[src/rtl/branch_outcome_tracker_pkg.sv]
// Shared types and sizing helpers for the branch outcome tracker.
package branch_outcome_tracker_pkg;
  localparam int unsigned PC_W_DEF  = 9;
  localparam int unsigned DEPTH_DEF = 8;
  localparam int unsigned CNT_W_DEF = 32;

  typedef struct packed {
    logic [PC_W_DEF-1:0] pc;
    logic                pred;
  } entry_t;

  function automatic int unsigned ptr_w(input int unsigned depth);
    return $clog2(depth);
  endfunction

  localparam int unsigned PTR_W_DEF = ptr_w(DEPTH_DEF);
endpackage

[src/rtl/branch_outcome_tracker_outcome_fifo.sv]
// Circular buffer of outstanding predictions with push/pop/flush.
module branch_outcome_tracker_outcome_fifo
  import branch_outcome_tracker_pkg::*;
#(
  parameter int unsigned DATA_W = PC_W_DEF + 1,
  parameter int unsigned DEPTH  = DEPTH_DEF,
  localparam int unsigned PTR_W = ptr_w(DEPTH),
  localparam int unsigned OCC_W = PTR_W + 1
) (
  input  logic              clk,
  input  logic              reset,
  input  logic              push,
  input  logic              pop,
  input  logic              flush,
  input  logic [DATA_W-1:0] wr_data,
  output logic [DATA_W-1:0] rd_data,
  output logic              pop_ok,
  output logic              full,
  output logic              empty,
  output logic [OCC_W-1:0]  count
);
  logic [DATA_W-1:0] mem_q [DEPTH];
  logic [PTR_W-1:0]  head_q, head_d, tail_q, tail_d;
  logic [OCC_W-1:0]  count_q, count_d;
  logic              push_ok;

  assign full    = (count_q == OCC_W'(DEPTH));
  assign empty   = (count_q == '0);
  assign count   = count_q;
  assign rd_data = mem_q[head_q];

  // A pop frees a slot in the same edge, so a full queue still accepts a push alongside it.
  assign pop_ok  = pop && !empty && !flush;
  assign push_ok = push && (!full || pop_ok) && !flush;

  always_comb begin
    head_d  = head_q;
    tail_d  = tail_q;
    count_d = count_q;
    if (flush) begin
      head_d  = '0;
      tail_d  = '0;
      count_d = '0;
    end else begin
      if (pop_ok)  head_d = head_q + PTR_W'(1);
      if (push_ok) tail_d = tail_q + PTR_W'(1);
      unique case ({push_ok, pop_ok})
        2'b10:   count_d = count_q + OCC_W'(1);
        2'b01:   count_d = count_q - OCC_W'(1);
        default: count_d = count_q;
      endcase
    end
  end

  always_ff @(posedge clk or negedge reset) begin
    if (!reset) begin
      head_q  <= '0;
      tail_q  <= '0;
      count_q <= '0;
    end else begin
      head_q  <= head_d;
      tail_q  <= tail_d;
      count_q <= count_d;
    end
  end

  always_ff @(posedge clk) begin
    if (push_ok) mem_q[tail_q] <= wr_data;
  end
endmodule

[src/rtl/branch_outcome_tracker.sv]
// Tracks in-order branch resolution, emits registered BHT updates and accuracy stats.
module branch_outcome_tracker
  import branch_outcome_tracker_pkg::*;
#(
  parameter int unsigned PC_W  = PC_W_DEF,
  parameter int unsigned DEPTH = DEPTH_DEF,
  parameter int unsigned CNT_W = CNT_W_DEF
) (
  input  logic                     clk,
  input  logic                     reset,
  input  logic                     pred_valid,
  input  logic [PC_W-1:0]          pred_pc,
  input  logic                     pred_taken,
  input  logic                     resolve_valid,
  input  logic                     resolve_taken,
  input  logic                     flush,
  output logic                     full,
  output logic                     empty,
  output logic [$clog2(DEPTH):0]   count,
  output logic                     upd_valid,
  output logic [PC_W-1:0]          upd_pc,
  output logic                     upd_taken,
  output logic                     mispredict,
  output logic [CNT_W-1:0]         total_predictions,
  output logic [CNT_W-1:0]         correct_predictions,
  output logic                     overflow,
  output logic                     underflow
);
  logic [PC_W:0]      rd_data;
  logic               pop_ok;
  logic               upd_valid_q, upd_valid_d;
  logic [PC_W-1:0]    upd_pc_q, upd_pc_d;
  logic               upd_taken_q, upd_taken_d;
  logic               mispredict_q, mispredict_d;
  logic [CNT_W-1:0]   total_q, total_d, correct_q, correct_d;
  logic               overflow_q, overflow_d, underflow_q, underflow_d;

  branch_outcome_tracker_outcome_fifo #(
    .DATA_W (PC_W + 1),
    .DEPTH  (DEPTH)
  ) u_fifo (
    .clk     (clk),
    .reset   (reset),
    .push    (pred_valid),
    .pop     (resolve_valid),
    .flush   (flush),
    .wr_data ({pred_pc, pred_taken}),
    .rd_data (rd_data),
    .pop_ok  (pop_ok),
    .full    (full),
    .empty   (empty),
    .count   (count)
  );

  always_comb begin
    upd_valid_d  = 1'b0;
    upd_pc_d     = upd_pc_q;
    upd_taken_d  = upd_taken_q;
    mispredict_d = mispredict_q;
    total_d      = total_q;
    correct_d    = correct_q;
    if (pop_ok) begin
      upd_valid_d  = 1'b1;
      upd_pc_d     = rd_data[PC_W:1];
      upd_taken_d  = resolve_taken;
      mispredict_d = (rd_data[0] != resolve_taken);
      total_d      = total_q + CNT_W'(1);
      if (rd_data[0] == resolve_taken) correct_d = correct_q + CNT_W'(1);
    end
    // Flush suppresses both error conditions along with the discarded push/pop.
    overflow_d  = overflow_q  | (!flush && pred_valid && full && !pop_ok);
    underflow_d = underflow_q | (!flush && resolve_valid && empty);
  end

  always_ff @(posedge clk or negedge reset) begin
    if (!reset) begin
      upd_valid_q  <= 1'b0;
      upd_pc_q     <= '0;
      upd_taken_q  <= 1'b0;
      mispredict_q <= 1'b0;
      total_q      <= '0;
      correct_q    <= '0;
      overflow_q   <= 1'b0;
      underflow_q  <= 1'b0;
    end else begin
      upd_valid_q  <= upd_valid_d;
      upd_pc_q     <= upd_pc_d;
      upd_taken_q  <= upd_taken_d;
      mispredict_q <= mispredict_d;
      total_q      <= total_d;
      correct_q    <= correct_d;
      overflow_q   <= overflow_d;
      underflow_q  <= underflow_d;
    end
  end

  assign upd_valid           = upd_valid_q;
  assign upd_pc              = upd_pc_q;
  assign upd_taken           = upd_taken_q;
  assign mispredict          = mispredict_q;
  assign total_predictions   = total_q;
  assign correct_predictions = correct_q;
  assign overflow            = overflow_q;
  assign underflow           = underflow_q;
endmodule

[config.mk]
export PLATFORM = sky130hd
export DESIGN_NAME = branch_outcome_tracker
export DESIGN_NICKNAME = d
export VERILOG_FILES = /design/src/rtl/branch_outcome_tracker_pkg.sv /design/src/rtl/branch_outcome_tracker_outcome_fifo.sv /design/src/rtl/branch_outcome_tracker.sv
export SDC_FILE = /design/constraint.sdc
export NUM_CORES = 1
export LEC_CHECK = 0
export CAP_MARGIN = 10
export CORE_MARGIN = 5
export CORE_UTILIZATION = 59
export DETAILED_ROUTE_END_ITERATION = 8
export HOLD_SLACK_MARGIN = 0.02
export PLACE_DENSITY_LB_ADDON = 0.1
export REMOVE_ABC_BUFFERS = 1
export SYNTH_ARGS = -nofsm -noshare
export SYNTH_HDL_FRONTEND = slang
export SYNTH_SLANG_ARGS = --single-unit
[constraint.sdc]
create_clock -name clk -period 7.83 [get_ports clk]
set_clock_uncertainty 0.15 [all_clocks]
set_input_delay 1.566 -clock clk [delete_from_list [all_inputs] [get_ports clk]]
set_output_delay 1.566 -clock clk [all_outputs]
set_load 0.03 [all_outputs]
# Yosys cells after proc, flatten, opt, wreduce, memory -nomap -nowiden
# Memories as Yosys holds them, arrays and structs flattened.
# Cells that the tools add are included.
[word_totals]
reg_bits = 88
ramBits = 80
in_bits = 16
output_inout_bits = 84
wordCells = 53
mem_count = 1
[mem_list]
columns = ["memory", "words", "word_bits", "rd", "rd_ports_with_merged_regs", "wr", "line", "source"]
rows = [
  ["u_fifo.mem_q", 8, 10, 1, 0, 1, "branch_outcome_tracker_outcome_fifo.sv:22", "logic [DATA_W-1:0] mem_q [DEPTH];"],
]
[classes]
addsub = 6
eq_ne = 5
mux = 9
n_bitwise = 2
n_reduce_logical = 19
[ops]
columns = ["op", "n"]
rows = [
  ["adder 32 x 1 -> 32 bit, second input constant", 2],
  ["2-to-1 mux 3 bit", 4],
  ["logical AND 1 bit", 9],
  ["one-hot mux 4 bit (2 select lines)", 1],
  ["adder 3 x 1 -> 3 bit, second input constant", 2],
  ["adder 4 x 1 -> 4 bit, second input constant", 1],
  ["== test 4 bit, second input constant", 1],
  ["zero test 1 bit", 4],
  ["zero test 4 bit", 1],
  ["2-to-1 mux 4 bit", 1],
  ["nonzero test 2 bit", 2],
  ["subtractor 4 x 1 -> 4 bit, second input constant", 1],
  ["2-to-1 mux 1 bit", 3],
  ["nonzero test 3 bit", 1],
  ["== test 2 x 1 -> 1 bit, second input constant", 1],
  ["== test 2 bit, second input constant", 1],
  ["OR 1 bit", 2],
  ["AND reduction 2 bit", 1],
  ["== test 1 bit", 1],
  ["logical OR 1 bit", 1],
  ["!= test 1 bit", 1],
]

# Logic depth before layout (Yosys ltp)
[logic_depth]
ltp_word = 10
mapped_depth = 10
ltp_nobuf = 9

# Modules after synthesis
# From an unflattened synthesis, not the netlist that was laid out.
[unflattened]
cells_unflattened = 484
area_unflattened_um2 = 7219.4
[modules_own_cells]
columns = ["module", "n_inst", "cells_each", "area_per_inst_um2", "seq_area_each_um2"]
rows = [
  ["branch_outcome_tracker_outcome_fifo", 1, 202, 3756.1, 2652.5],
  ["branch_outcome_tracker", 1, 282, 3463.3, 1951.9],
]

# Least setup slack after synthesis
# Ideal clock, no wire load.
[synth_timing]
kind = "input to register"
start = "input port resolve_valid"
end = "memory u_fifo.mem_q[0][0] in the netlist's numbering (enable)"
setup_ps = 390
arrival_ps = 3183
t_required_ps = 7290
slack_ps = 4107
stages = 5
path_buffers = 1
path_cell_list = "clkbuf_1 -> nand2b_1 -> o21ai_1 -> or3_1 -> nor3_1"
[synth_between]
elab_chain_cells = 7
[synth_rtl]
columns = ["item", "line", "source"]
rows = [
  ["start: declaration", "branch_outcome_tracker.sv:14", "input logic resolve_valid,"],
  ["logical AND 1 bit (2 in series)", "branch_outcome_tracker_outcome_fifo.sv:33", "assign pop_ok = pop && !empty && !flush;"],
  ["logical OR 1 bit", "branch_outcome_tracker_outcome_fifo.sv:34", "assign push_ok = push && (!full || pop_ok) && !flush;"],
  ["logical AND 1 bit (2 in series)", "branch_outcome_tracker_outcome_fifo.sv:34", ""],
  ["2-to-1 mux 1 bit", "branch_outcome_tracker_outcome_fifo.sv:68", "if (push_ok) mem_q[tail_q] <= wr_data;"],
  ["2-to-1 mux 1 bit (implied by the code)", "branch_outcome_tracker_outcome_fifo.sv:68", ""],
  ["end: declaration", "branch_outcome_tracker_outcome_fifo.sv:22", ""],
]
# Every way passes these cells.

# Worst setup path in the final report
[layout_timing]
start = "register u_fifo.count_q[1], in the netlist u_fifo.count[1]"
end = "output port empty"
[layout_between]
elab_chain_cells = 1
[layout_rtl]
columns = ["item", "line", "source"]
rows = [
  ["start: declaration", "branch_outcome_tracker_outcome_fifo.sv:24", "logic [OCC_W-1:0] count_q, count_d;"],
  ["start signal: assignment", "branch_outcome_tracker_outcome_fifo.sv:63", "count_q <= count_d;"],
  ["zero test 4 bit", "branch_outcome_tracker_outcome_fifo.sv:28", "assign empty = (count_q == '0);"],
  ["end: declaration", "branch_outcome_tracker.sv:18", "output logic empty,"],
]
# Every way passes these cells.

==> results.md <==
- Status: finished, final reports clean
- DRC Markers: 0
- Pint: 1740 uW
- Hold Startpoint: total_predictions[31]
- Type of the most critical hold path: reg2reg
- Pin count of the biggest net entering global routing: 47
- Arrival time worst endpoint: approximately 2500 ps
- CTS tree: done
- Vias per inst: 5.78
- Reg2reg end: correct_predictions[31]
- Sequential area share after synthesis: 0.651
- Max Buffers Root-to-Sink: 2
- Worst-Skew Late Latency: about 420 ps
- Vias in the first global route: 4420
- Overflow after GRT: 0
- Crit path from: u_fifo.count[1]
- GP Congestion: around 0.8
- Max_cap viols: 0
- Slowest CP cell: clkdlybuf4s50_1
- Ys flop type: dfrtp_1
- # IOs: 100
- Setup Buffers After CTS: 0
- Setup ws final: approximately 3700 ps
- Cts bufs inserted: 17
- Crit path depth: 3
- Seq pwr share: 0.434
- Max Fclk: 239 MHz
- CP endpoint kind: output pin
- Switch Pwr: 797 uW
- Yosys warns: 0
- Initial Util: 0.596
- Fillers: 774
- Dpl hpwl: 9490 um
- Initial antenna violation count: 0
- Total track usage: 0.215
- Crit Path Category: reg2out
- PwrDens: 289 nW/um2
- Seq cells post-synth: around 170
- Avg WL per Cell: approximately 19 um
- CP cell instances: or4_4 > inv_2 > clkdlybuf4s50_1
- Proportion of layout cells with a drive suffix above 1: 0.121
- Final period utilization: 0.534
- Setup slack, reg-to-reg: 4820 ps
- Drt initial violations: 300
- Number of synthesized flops with an enable pin: 80
- Gate Count Post-Synth: between 400 and 500
- Core area: 11900 um2
- Worst setup SP type: register
- Post-synth cell types: 47
- Vias post-DR: between 4k and 5k
- I/O Buffers: 99
- DIE WIDTH: 119 um
- Critical path buffer and inverter count: 2
- Antenna-violating nets left: 0
- Layout Nets: 619
- Pre-CTS setup slack: roughly 3500 ps
- Final Hold Violating Endpoints: 0
- Worst slew margin: 0.283
- Worst vdd ir: approximately 0.22 mV
- Power share of the combinational group: 0.260
- Clock transition at path regs: around 60 ps
- Total wire length: 14300 um
- Drt pass-1 iters: 4
- Post-Route Setup TNS: 0 ps
- CP Max Fanout: 9
- Slew @ Worst Pin: around 1100 ps
- Clk root buf: clkbuf_16
- Chip height: 119 um
- Mean area per synthesized cell: 14.3 um2
- H-tree Lvls: 4
- FF+latch area: 4600 um2
- Reg2reg start: u_fifo.head_q[1]
- Multi-input gate area: approximately 2400 um2
- Area growth syn-to-layout: 24.0%
- Clock share of power: 0.306
- Diodes inserted: 0
- RSZ-0062 raised after global routing: false
- Post-CTS sizing: 0
- Die area: 14300 um2
- First-pass GRT wire length: 23600 um
- Cell Rows: 40
- Fin. max-slew vios: 0
- Async set or reset register ratio after synthesis: 0.524
- LEAKAGE: 0.00330 uW
- Max stage delay on crit path: 720 ps
- Family with the most delay on the worst path: buffers and inverters
- Data required time of the worst path: 6110 ps
- Sw Ratio: 0.315
- Post-Synthesis Cell Area: a little over 7000 um2
- CTS Hold Bufs: 0
- # clock sinks: 168
- Final setup vio count: 0
- Cell depth of the worst flop-to-flop path: 6
- Fin crit period: between 4000 and 5000 ps
- Worst Setup EP: empty
cells in the final DEF (no fill, tap or decap), drive strengths merged, types with 8 or more instances in the layout:
| cell | count |
|---|---|
| a21oi | 11 |
| and3 | 12 |
| clkbuf | 18 |
| clkdlybuf4s50 | 98 |
| dfrtp | 88 |
| edfxtp | 80 |
| inv | 13 |
| mux2i | 12 |
| mux4 | 20 |
| nand2 | 27 |
| nand2b | 8 |
| nand3 | 23 |
| nand4 | 24 |
| nor2 | 32 |
| nor3 | 10 |
| xnor2 | 52 |
| xor2 | 18 |
state kept, by name, summed over array words and instances, names as in the netlist:
| signal | flops |
|---|---|
| u_fifo.mem_q | 80 |
| correct_predictions | 32 |
| total_predictions | 32 |
| upd_pc | 9 |
| u_fifo.count | 4 |
| u_fifo.head_q | 3 |
| u_fifo.tail_q | 3 |
| mispredict | 1 |
| overflow | 1 |
| underflow | 1 |
| upd_taken | 1 |
| upd_valid | 1 |
worst min path at each step:
stage / end / slack (ps) / cells past startpoint
after floorplan: u_fifo.tail_q[0] / 400 / 2
after global placement: overflow / 300 / 1
after detailed placement: total_predictions[31] / 310 / 1
after CTS: total_predictions[31] / 320 / 1
after global routing: total_predictions[31] / 350 / 1
final: total_predictions[31] / 320 / 1
Yosys cell counts (3+ instances only):
cell | instances | area [um2]
a21oi_1 | 11 | 55.1
and2_1 | 5 | 31.3
and3_1 | 12 | 75.1
and4_1 | 6 | 52.6
buf_2 | 8 | 40.0
clkbuf_1 | 9 | 33.8
dfrtp_1 | 88 | 2200
edfxtp_1 | 80 | 2400
ha_1 | 6 | 75.1
inv_1 | 8 | 30.0
mux2_2 | 3 | 33.8
mux2i_1 | 12 | 120
mux4_2 | 20 | 450
nand2_1 | 27 | 101
nand2b_1 | 7 | 43.8
nand3_1 | 23 | 115
nand4_1 | 24 | 150
nor2_1 | 32 | 120
nor3_1 | 8 | 40.0
xnor2_1 | 52 | 455
xor2_1 | 18 | 158
final cells by class:
type,instances,share of cell area
flip-flops and latches,168,0.525
multi-input cells,297,0.269
repair buffers,104,0.118
clock buffers,18,0.0490
well taps,147,0.0210
clock inverters,14,0.0140
inverters,9,0.00385
power by group through the flow:
stage               Sequential (uW)  Clock (uW)  Combinational, uW
floorplan                      1240           0                270
global placement               1110           0                642
detailed placement             1120           0                656
CTS                            1100         791                660
global route                   1120         835                704
finish                         1100         774                658
through the flow:
stage	cell area, um2	hold slack, ps	power [uW]	instances	utilization
after floorplan	6980	396	1510	474	-
after global placement	8200	301	1750	724	0.691
after detailed placement	8200	308	1770	724	0.691
after CTS	8750	319	2550	756	0.738
after global routing	8770	346	2650	757	0.739
final	8770	316	2530	757	0.739
worst register-to-register path: stages, from the launching register on:
cell and delay [ps]:
dfrtp_1 1010, mux4_2 430, mux2i_1 240, xor2_2 500, buf_8 250, nand4b_1 150, xnor2_1 170
per-layer routing:
layer  share of wire  global-route usage  vias up
met5               0                   0        -
met4           0.012              0.0616        0
met3           0.058              0.0589       16
met2            0.52               0.363      117
met1            0.41               0.273     2236
li1                -                   -     2008
cells by family after synthesis:
kind of cell    after synthesis  synth area share
xor+xnor                     70            0.0867
simple gates                164             0.130
mux                          36            0.0871
flops                       168             0.651
buf+inv                      28            0.0173
compound gates               21            0.0173
fa+ha+maj                     6            0.0106
No activity file was read; power rests on OpenSTA's default activity.
